<file path="src/rtl/draw_paddles.sv">
// Two-paddle overlay stage: paints left/right rackets over the incoming pixel stream with a
// fixed 2-cycle latency, latching positions and advancing hit-flash counters once per frame.
module draw_paddles #(
  parameter int PAD_W        = 10,
  parameter int PAD_LEN      = 80,
  parameter int XPOS_L       = 50,
  parameter int XPOS_R       = 963,
  parameter int SCREEN_H     = 768,
  parameter int FLASH_FRAMES = 8
) (
  input  logic        pclk,
  input  logic        rst,
  input  logic [10:0] hcount_in,
  input  logic [10:0] vcount_in,
  input  logic        hsync_in,
  input  logic        vsync_in,
  input  logic        hblnk_in,
  input  logic        vblnk_in,
  input  logic [11:0] rgb_in,
  input  logic [10:0] y_pos_l,
  input  logic [10:0] y_pos_r,
  input  logic [11:0] color,
  input  logic [11:0] flash_color,
  input  logic        hit_l,
  input  logic        hit_r,
  output logic [10:0] hcount_out,
  output logic [10:0] vcount_out,
  output logic        hsync_out,
  output logic        vsync_out,
  output logic        hblnk_out,
  output logic        vblnk_out,
  output logic [11:0] rgb_out
);

  localparam logic [11:0] Y_MAX = 12'(SCREEN_H - PAD_LEN);

  function automatic logic [10:0] clamp_y(input logic [10:0] y);
    return ({1'b0, y} > Y_MAX) ? Y_MAX[10:0] : y;
  endfunction

  // 12-bit compare so base+len never wraps near the bottom of the screen.
  function automatic logic in_span(input logic [11:0] v, input logic [11:0] base,
                                   input logic [11:0] len);
    return (v >= base) && (v < base + len);
  endfunction

  function automatic logic [7:0] next_cnt(input logic hit, input logic fe, input logic [7:0] cnt);
    if (hit) return 8'(FLASH_FRAMES);
    if (fe && cnt != 8'd0) return cnt - 8'd1;
    return cnt;
  endfunction

  function automatic logic [11:0] paint(input logic blank, input logic in_l, input logic in_r,
                                        input logic fl_l, input logic fl_r, input logic [11:0] bg,
                                        input logic [11:0] col, input logic [11:0] fcol);
    if (blank) return bg;
    if (in_l)  return fl_l ? fcol : col;
    if (in_r)  return fl_r ? fcol : col;
    return bg;
  endfunction

  logic        vblnk_d_q;
  logic [10:0] y_l_q, y_r_q, y_l_d, y_r_d;
  logic [7:0]  cnt_l_q, cnt_r_q, cnt_l_d, cnt_r_d;
  logic        fe, in_l_d, in_r_d;

  logic [10:0] hcount_p1_q, vcount_p1_q;
  logic        hsync_p1_q, vsync_p1_q, hblnk_p1_q, vblnk_p1_q;
  logic [11:0] rgb_p1_q;
  logic        in_l_p1_q, in_r_p1_q, flash_l_p1_q, flash_r_p1_q, blank_p1_q;

  logic [10:0] hcount_p2_q, vcount_p2_q;
  logic        hsync_p2_q, vsync_p2_q, hblnk_p2_q, vblnk_p2_q;
  logic [11:0] rgb_p2_q, rgb_p2_d;

  always_comb begin
    fe       = vblnk_in & ~vblnk_d_q;
    y_l_d    = fe ? clamp_y(y_pos_l) : y_l_q;
    y_r_d    = fe ? clamp_y(y_pos_r) : y_r_q;
    cnt_l_d  = next_cnt(hit_l, fe, cnt_l_q);
    cnt_r_d  = next_cnt(hit_r, fe, cnt_r_q);
    in_l_d   = in_span({1'b0, hcount_in}, 12'(XPOS_L), 12'(PAD_W)) &&
               in_span({1'b0, vcount_in}, {1'b0, y_l_q}, 12'(PAD_LEN));
    in_r_d   = in_span({1'b0, hcount_in}, 12'(XPOS_R), 12'(PAD_W)) &&
               in_span({1'b0, vcount_in}, {1'b0, y_r_q}, 12'(PAD_LEN));
    rgb_p2_d = paint(blank_p1_q, in_l_p1_q, in_r_p1_q, flash_l_p1_q, flash_r_p1_q,
                     rgb_p1_q, color, flash_color);
  end

  always_ff @(posedge pclk) begin
    if (rst) begin
      vblnk_d_q    <= 1'b0;
      y_l_q        <= '0;
      y_r_q        <= '0;
      cnt_l_q      <= '0;
      cnt_r_q      <= '0;
      hcount_p1_q  <= '0;
      vcount_p1_q  <= '0;
      hsync_p1_q   <= 1'b0;
      vsync_p1_q   <= 1'b0;
      hblnk_p1_q   <= 1'b0;
      vblnk_p1_q   <= 1'b0;
      rgb_p1_q     <= '0;
      in_l_p1_q    <= 1'b0;
      in_r_p1_q    <= 1'b0;
      flash_l_p1_q <= 1'b0;
      flash_r_p1_q <= 1'b0;
      blank_p1_q   <= 1'b0;
      hcount_p2_q  <= '0;
      vcount_p2_q  <= '0;
      hsync_p2_q   <= 1'b0;
      vsync_p2_q   <= 1'b0;
      hblnk_p2_q   <= 1'b0;
      vblnk_p2_q   <= 1'b0;
      rgb_p2_q     <= '0;
    end else begin
      vblnk_d_q    <= vblnk_in;
      y_l_q        <= y_l_d;
      y_r_q        <= y_r_d;
      cnt_l_q      <= cnt_l_d;
      cnt_r_q      <= cnt_r_d;
      // Stage 1: hit tests against the frame-latched positions
      hcount_p1_q  <= hcount_in;
      vcount_p1_q  <= vcount_in;
      hsync_p1_q   <= hsync_in;
      vsync_p1_q   <= vsync_in;
      hblnk_p1_q   <= hblnk_in;
      vblnk_p1_q   <= vblnk_in;
      rgb_p1_q     <= rgb_in;
      in_l_p1_q    <= in_l_d;
      in_r_p1_q    <= in_r_d;
      flash_l_p1_q <= (cnt_l_q != 8'd0);
      flash_r_p1_q <= (cnt_r_q != 8'd0);
      blank_p1_q   <= hblnk_in | vblnk_in;
      // Stage 2: colour select, colours taken live
      hcount_p2_q  <= hcount_p1_q;
      vcount_p2_q  <= vcount_p1_q;
      hsync_p2_q   <= hsync_p1_q;
      vsync_p2_q   <= vsync_p1_q;
      hblnk_p2_q   <= hblnk_p1_q;
      vblnk_p2_q   <= vblnk_p1_q;
      rgb_p2_q     <= rgb_p2_d;
    end
  end

  assign hcount_out = hcount_p2_q;
  assign vcount_out = vcount_p2_q;
  assign hsync_out  = hsync_p2_q;
  assign vsync_out  = vsync_p2_q;
  assign hblnk_out  = hblnk_p2_q;
  assign vblnk_out  = vblnk_p2_q;
  assign rgb_out    = rgb_p2_q;

endmodule

</file>
<file path="config.mk">
export PLATFORM = sky130hd
export DESIGN_NAME = draw_paddles
export DESIGN_NICKNAME = d
export VERILOG_FILES = /design/src/rtl/draw_paddles.sv
export SDC_FILE = /design/constraint.sdc
export NUM_CORES = 1
export LEC_CHECK = 0
export CAP_MARGIN = 30
export CORE_ASPECT_RATIO = 1.25
export CORE_MARGIN = 2
export CORE_UTILIZATION = 45
export DETAILED_ROUTE_END_ITERATION = 12
export PLACE_DENSITY_LB_ADDON = 0.25
export RECOVER_POWER = 25
export SYNTH_ARGS = -nofsm -noshare
export SYNTH_HDL_FRONTEND = slang
export SYNTH_SLANG_ARGS = --single-unit
</file>
<file path="constraint.sdc">
create_clock -name pclk -period 2.51 [get_ports pclk]
set_input_delay 0.6275 -clock pclk [delete_from_list [all_inputs] [get_ports pclk]]
set_output_delay 0.6275 -clock pclk [all_outputs]
set_load 0.01 [all_outputs]
</file>
==> qor.csv <==
metric,value,unit
Ys Warns,0,
Mapped Nets,695,
IO Pins,126,
Netlist cell types,43,
reg2reg path depth,9,
WL/cell,14.28,um
vias in the first global route,4349,
WP data required,2.78,ns
First DRT Iteration DRCs,139,
Placement Rows,44,
Mapped Area,5365,um2
Routed WL,12440,um
worst slew pin tran,0.8587,ns
Max Slew Vio Count,0,
Core Box Area,11620,um2
Detailed Routing Iterations Pass 1,4,
minimum clock period,2.196,ns
Hold WC Path Type,reg2reg,
crit path max fanout,4,
largest net degree at the start of global routing,49,
post-synthesis compound-gate area fraction,12.08,%
Worst VDD drop,320.2,uV
Fmax,0.4554,GHz
Final setup viols,0,
DP HPWL,9300,um
Post-Syn Instances,565,
cell family with most CP delay,compound AO/OA/AOI/OAI gates,
footprint of the multi-input gates,2788,um2
All-Layer GR Usage,19.83,%
critical-path cell list,ha_1 > o21ai_0 > xnor2_1 > ha_1 > nand3_1 > o211ai_1 > nor3_1 > a21oi_1 > a2111oi_0,
sequential share of power,38.8,%
largest family of logic cells by synthesized area,simple AND/OR/NAND/NOR gates,
P_int,4.032,mW
clk buf depth,2,
arrival time at the worst endpoint,2.47,ns
Final Hold Slack,0.4330,ns
WP buf/inv,0,
number of max-cap violations,0,
area grow syn2layout,38.41,%
skew final,0.006035,ns
Leakage,2.885,nW
crit path from,y_l_q[4]$_SDFFE_PP0P_,
Layout Cells excl Fill,871,
GPL Wtd Cong,0.8672,
diode count,0,
number of flops mapped to enable cells by yosys,0,
nets,827,
Comb pwr share,13.1,%
PD cells,714.9,nW/um2
port bufs,125,
Via Count,4407,
fin crit share,87.48,%
post-synthesis register bit count,119,
status,"finished, final reports clean",
clock root cell,clkbuf_16,
Worst path depth,9,
vias per std cell,5.060,
clock group share of total power,48.1,%
multiplexer share of the synthesized area,4.478,%
layout cells sized above 1,7.606,%
Crit path largest cell delay,0.41,ns
first-pass GRT wire length,20030,um
Setup CP Type,reg2reg,
critical path capture point type,flop,
adder-cell area share of the yosys netlist,9.795,%
antenna violations before repair,0,
"Seq/Total Area, Yosys",44.40,%
simple-gate share of the synthesized area,21.69,%
Startpoint Class,flop,
CTS-repair resized insts,0,
ANT nets after route,0,
cts hold-fix bufs,0,
Switch Pwr,1.277,mW
Num CTS Buffers,17,
clock slew at reported path FFs,0.06,ns
Die ar.,12820,um2
post-synthesis xor/xnor area fraction,3.918,%
TritonCTS sink count,119,
clock latency at the later pin of the worst-skew pair,0.41,ns
post-CTS setup buffers,0,
Die H,126.1,um
CP most frequent cell,ha_1,
Hold Path Cell Cnt,1,
H-Tree Level Count,4,
Relative slew margins,42.75,%
placed insts,839,
# DRC,0,
CP max-delay cell,a2111oi_0,
"Primary FF master, synth",dfxtp_1,
Mapped Avg Cell Area,9.496,um2
worst hold start,hcount_p1_q[1]$_SDFF_PP0_,
Die X,101.7,um
Switching Fraction,24.05,%
GRT Residual Overflow,0,
r2r startpoint,y_l_q[4]$_SDFFE_PP0P_,
Post-synth ARST share,0,%
FF/Latch Area,2382,um2
CTS tree,built,
filler instances,952,
RSZ-0062 raised after global routing,no,
final hold vios,0,
Starting Density,46.19,%
-- cells in the mapped netlist, types with 3 or more instances --
library cell | number | share of area, %
a21oi_1 | 21 | 2.0
a211oi_1 | 11 | 1.5
nor2b_1 | 67 | 7.8
nand4b_1 | 4 | 0.65
dfxtp_1 | 119 | 44
nor3_1 | 20 | 1.9
o21ai_0 | 8 | 0.75
a311oi_1 | 4 | 0.65
nand2b_1 | 4 | 0.47
nand2_1 | 12 | 0.84
buf_1 | 5 | 0.35
a21o_1 | 6 | 0.84
and3_1 | 4 | 0.47
buf_2 | 3 | 0.28
o211ai_1 | 5 | 0.70
clkbuf_1 | 14 | 0.98
xnor2_1 | 11 | 1.8
a31oi_4 | 3 | 1.2
mux2i_1 | 24 | 4.5
or2_2 | 3 | 0.35
nand3b_1 | 4 | 0.56
xor2_1 | 13 | 2.1
ha_1 | 42 | 9.8
nor2_1 | 70 | 4.9
nand4_1 | 6 | 0.70
a22oi_1 | 20 | 2.8
inv_1 | 29 | 2.0
nand3_1 | 11 | 1.0
-- logic make-up (layout without fill, tap and decap cells) --
| group | count (synthesis) | count (layout) |
|---|---|---|
| mux | 24 | 24 |
| buf+inv | 51 | 196 |
| simple gates | 216 | 216 |
| fa+ha+maj | 42 | 42 |
| flops | 119 | 119 |
| xor+xnor | 24 | 24 |
| compound gates | 89 | 89 |
-- flip-flops by register name, indices dropped and copies added, names as in the netlist, 8 cells and up --
signal / cells
rgb_out: 12
vcount_p1_q: 11
rgb_p1_q: 12
vcount_out: 11
y_r_q: 11
hcount_out: 11
hcount_p1_q: 11
cnt_l_q: 8
cnt_r_q: 8
y_l_q: 11
-- worst register-to-register path: stages (launching register included) --
cell	delay [ns]
dfxtp_1	0.35
ha_1	0.24
o21ai_0	0.20
xnor2_1	0.16
ha_1	0.29
nand3_1	0.10
o211ai_1	0.09
nor3_1	0.14
a21oi_1	0.09
a2111oi_0	0.41
-- path summary, 6_finish.rpt --
| check | endpoint | slack (ns) |
|---|---|---|
| max | in_l_p1_q$_SDFF_PP0_ | 0.31 |
| min | hcount_out[1]$_SDFF_PP0_ | 0.43 |
| max reg2reg | in_l_p1_q$_SDFF_PP0_ | 0.31 |
| min reg2reg | hcount_out[1]$_SDFF_PP0_ | 0.43 |
-- cell type report --
class                   instances  share of cell area [%]
multi-input cells             395                   37.54
flip-flops and latches        119                   32.08
repair buffers                135                   17.74
clock buffers                  17                   5.729
clock inverters                15                   2.730
well taps                     161                   2.713
inverters                      29                   1.466
-- placed cells by master (no fill, tap or decap), drive strengths merged, types with 11 or more instances in the layout --
| cell | count |
|---|---|
| clkdlybuf4s50 | 124 |
| dfxtp | 119 |
| nor2 | 70 |
| nor2b | 67 |
| ha | 42 |
| inv | 31 |
| mux2i | 24 |
| a21oi | 22 |
| nor3 | 21 |
| a22oi | 20 |
| clkbuf | 19 |
| nand2 | 14 |
| xor2 | 13 |
| xnor2 | 11 |
| a211oi | 11 |
| nand3 | 11 |
-- power groups by stage --
stage | registers (mW) | logic, mW | clock network, mW
3_3_place_gp | 2.10 | 0.667 | 0
5_1_grt | 2.07 | 0.767 | 2.69
4_1_cts | 2.06 | 0.702 | 2.59
2_1_floorplan | 2.08 | 0.401 | 0
3_5_place_dp | 2.10 | 0.693 | 0
6_report | 2.06 | 0.696 | 2.55
-- stage by stage --
stage / setup WS (ns) / setup TNS [ns] / utilization, % / area (um2) / total power, mW
after CTS: 0.3135 / 0 / 63.98 / 7432 / 5.352
after global placement: 0.02749 / 0 / 58.57 / 6804 / 2.764
after floorplan: 0.6045 / 0 / - / 5365 / 2.477
after global routing: 0.08440 / 0 / 63.93 / 7426 / 5.525
after detailed placement: -0.02491 / -0.03199 / 58.57 / 6804 / 2.794
final: 0.3142 / 0 / 63.93 / 7426 / 5.309
-- layer usage --
layer / up-vias / GRT usage (%) / wire length, um
met3: 25 / 5.494 / 567
met4: 0 / 8.903 / 335
met5: - / 0 / 0
met2: 114 / 33.44 / 6259
met1: 2046 / 23.08 / 5275
li1: 2222 / - / -
(Power assumes the default switching activity.)
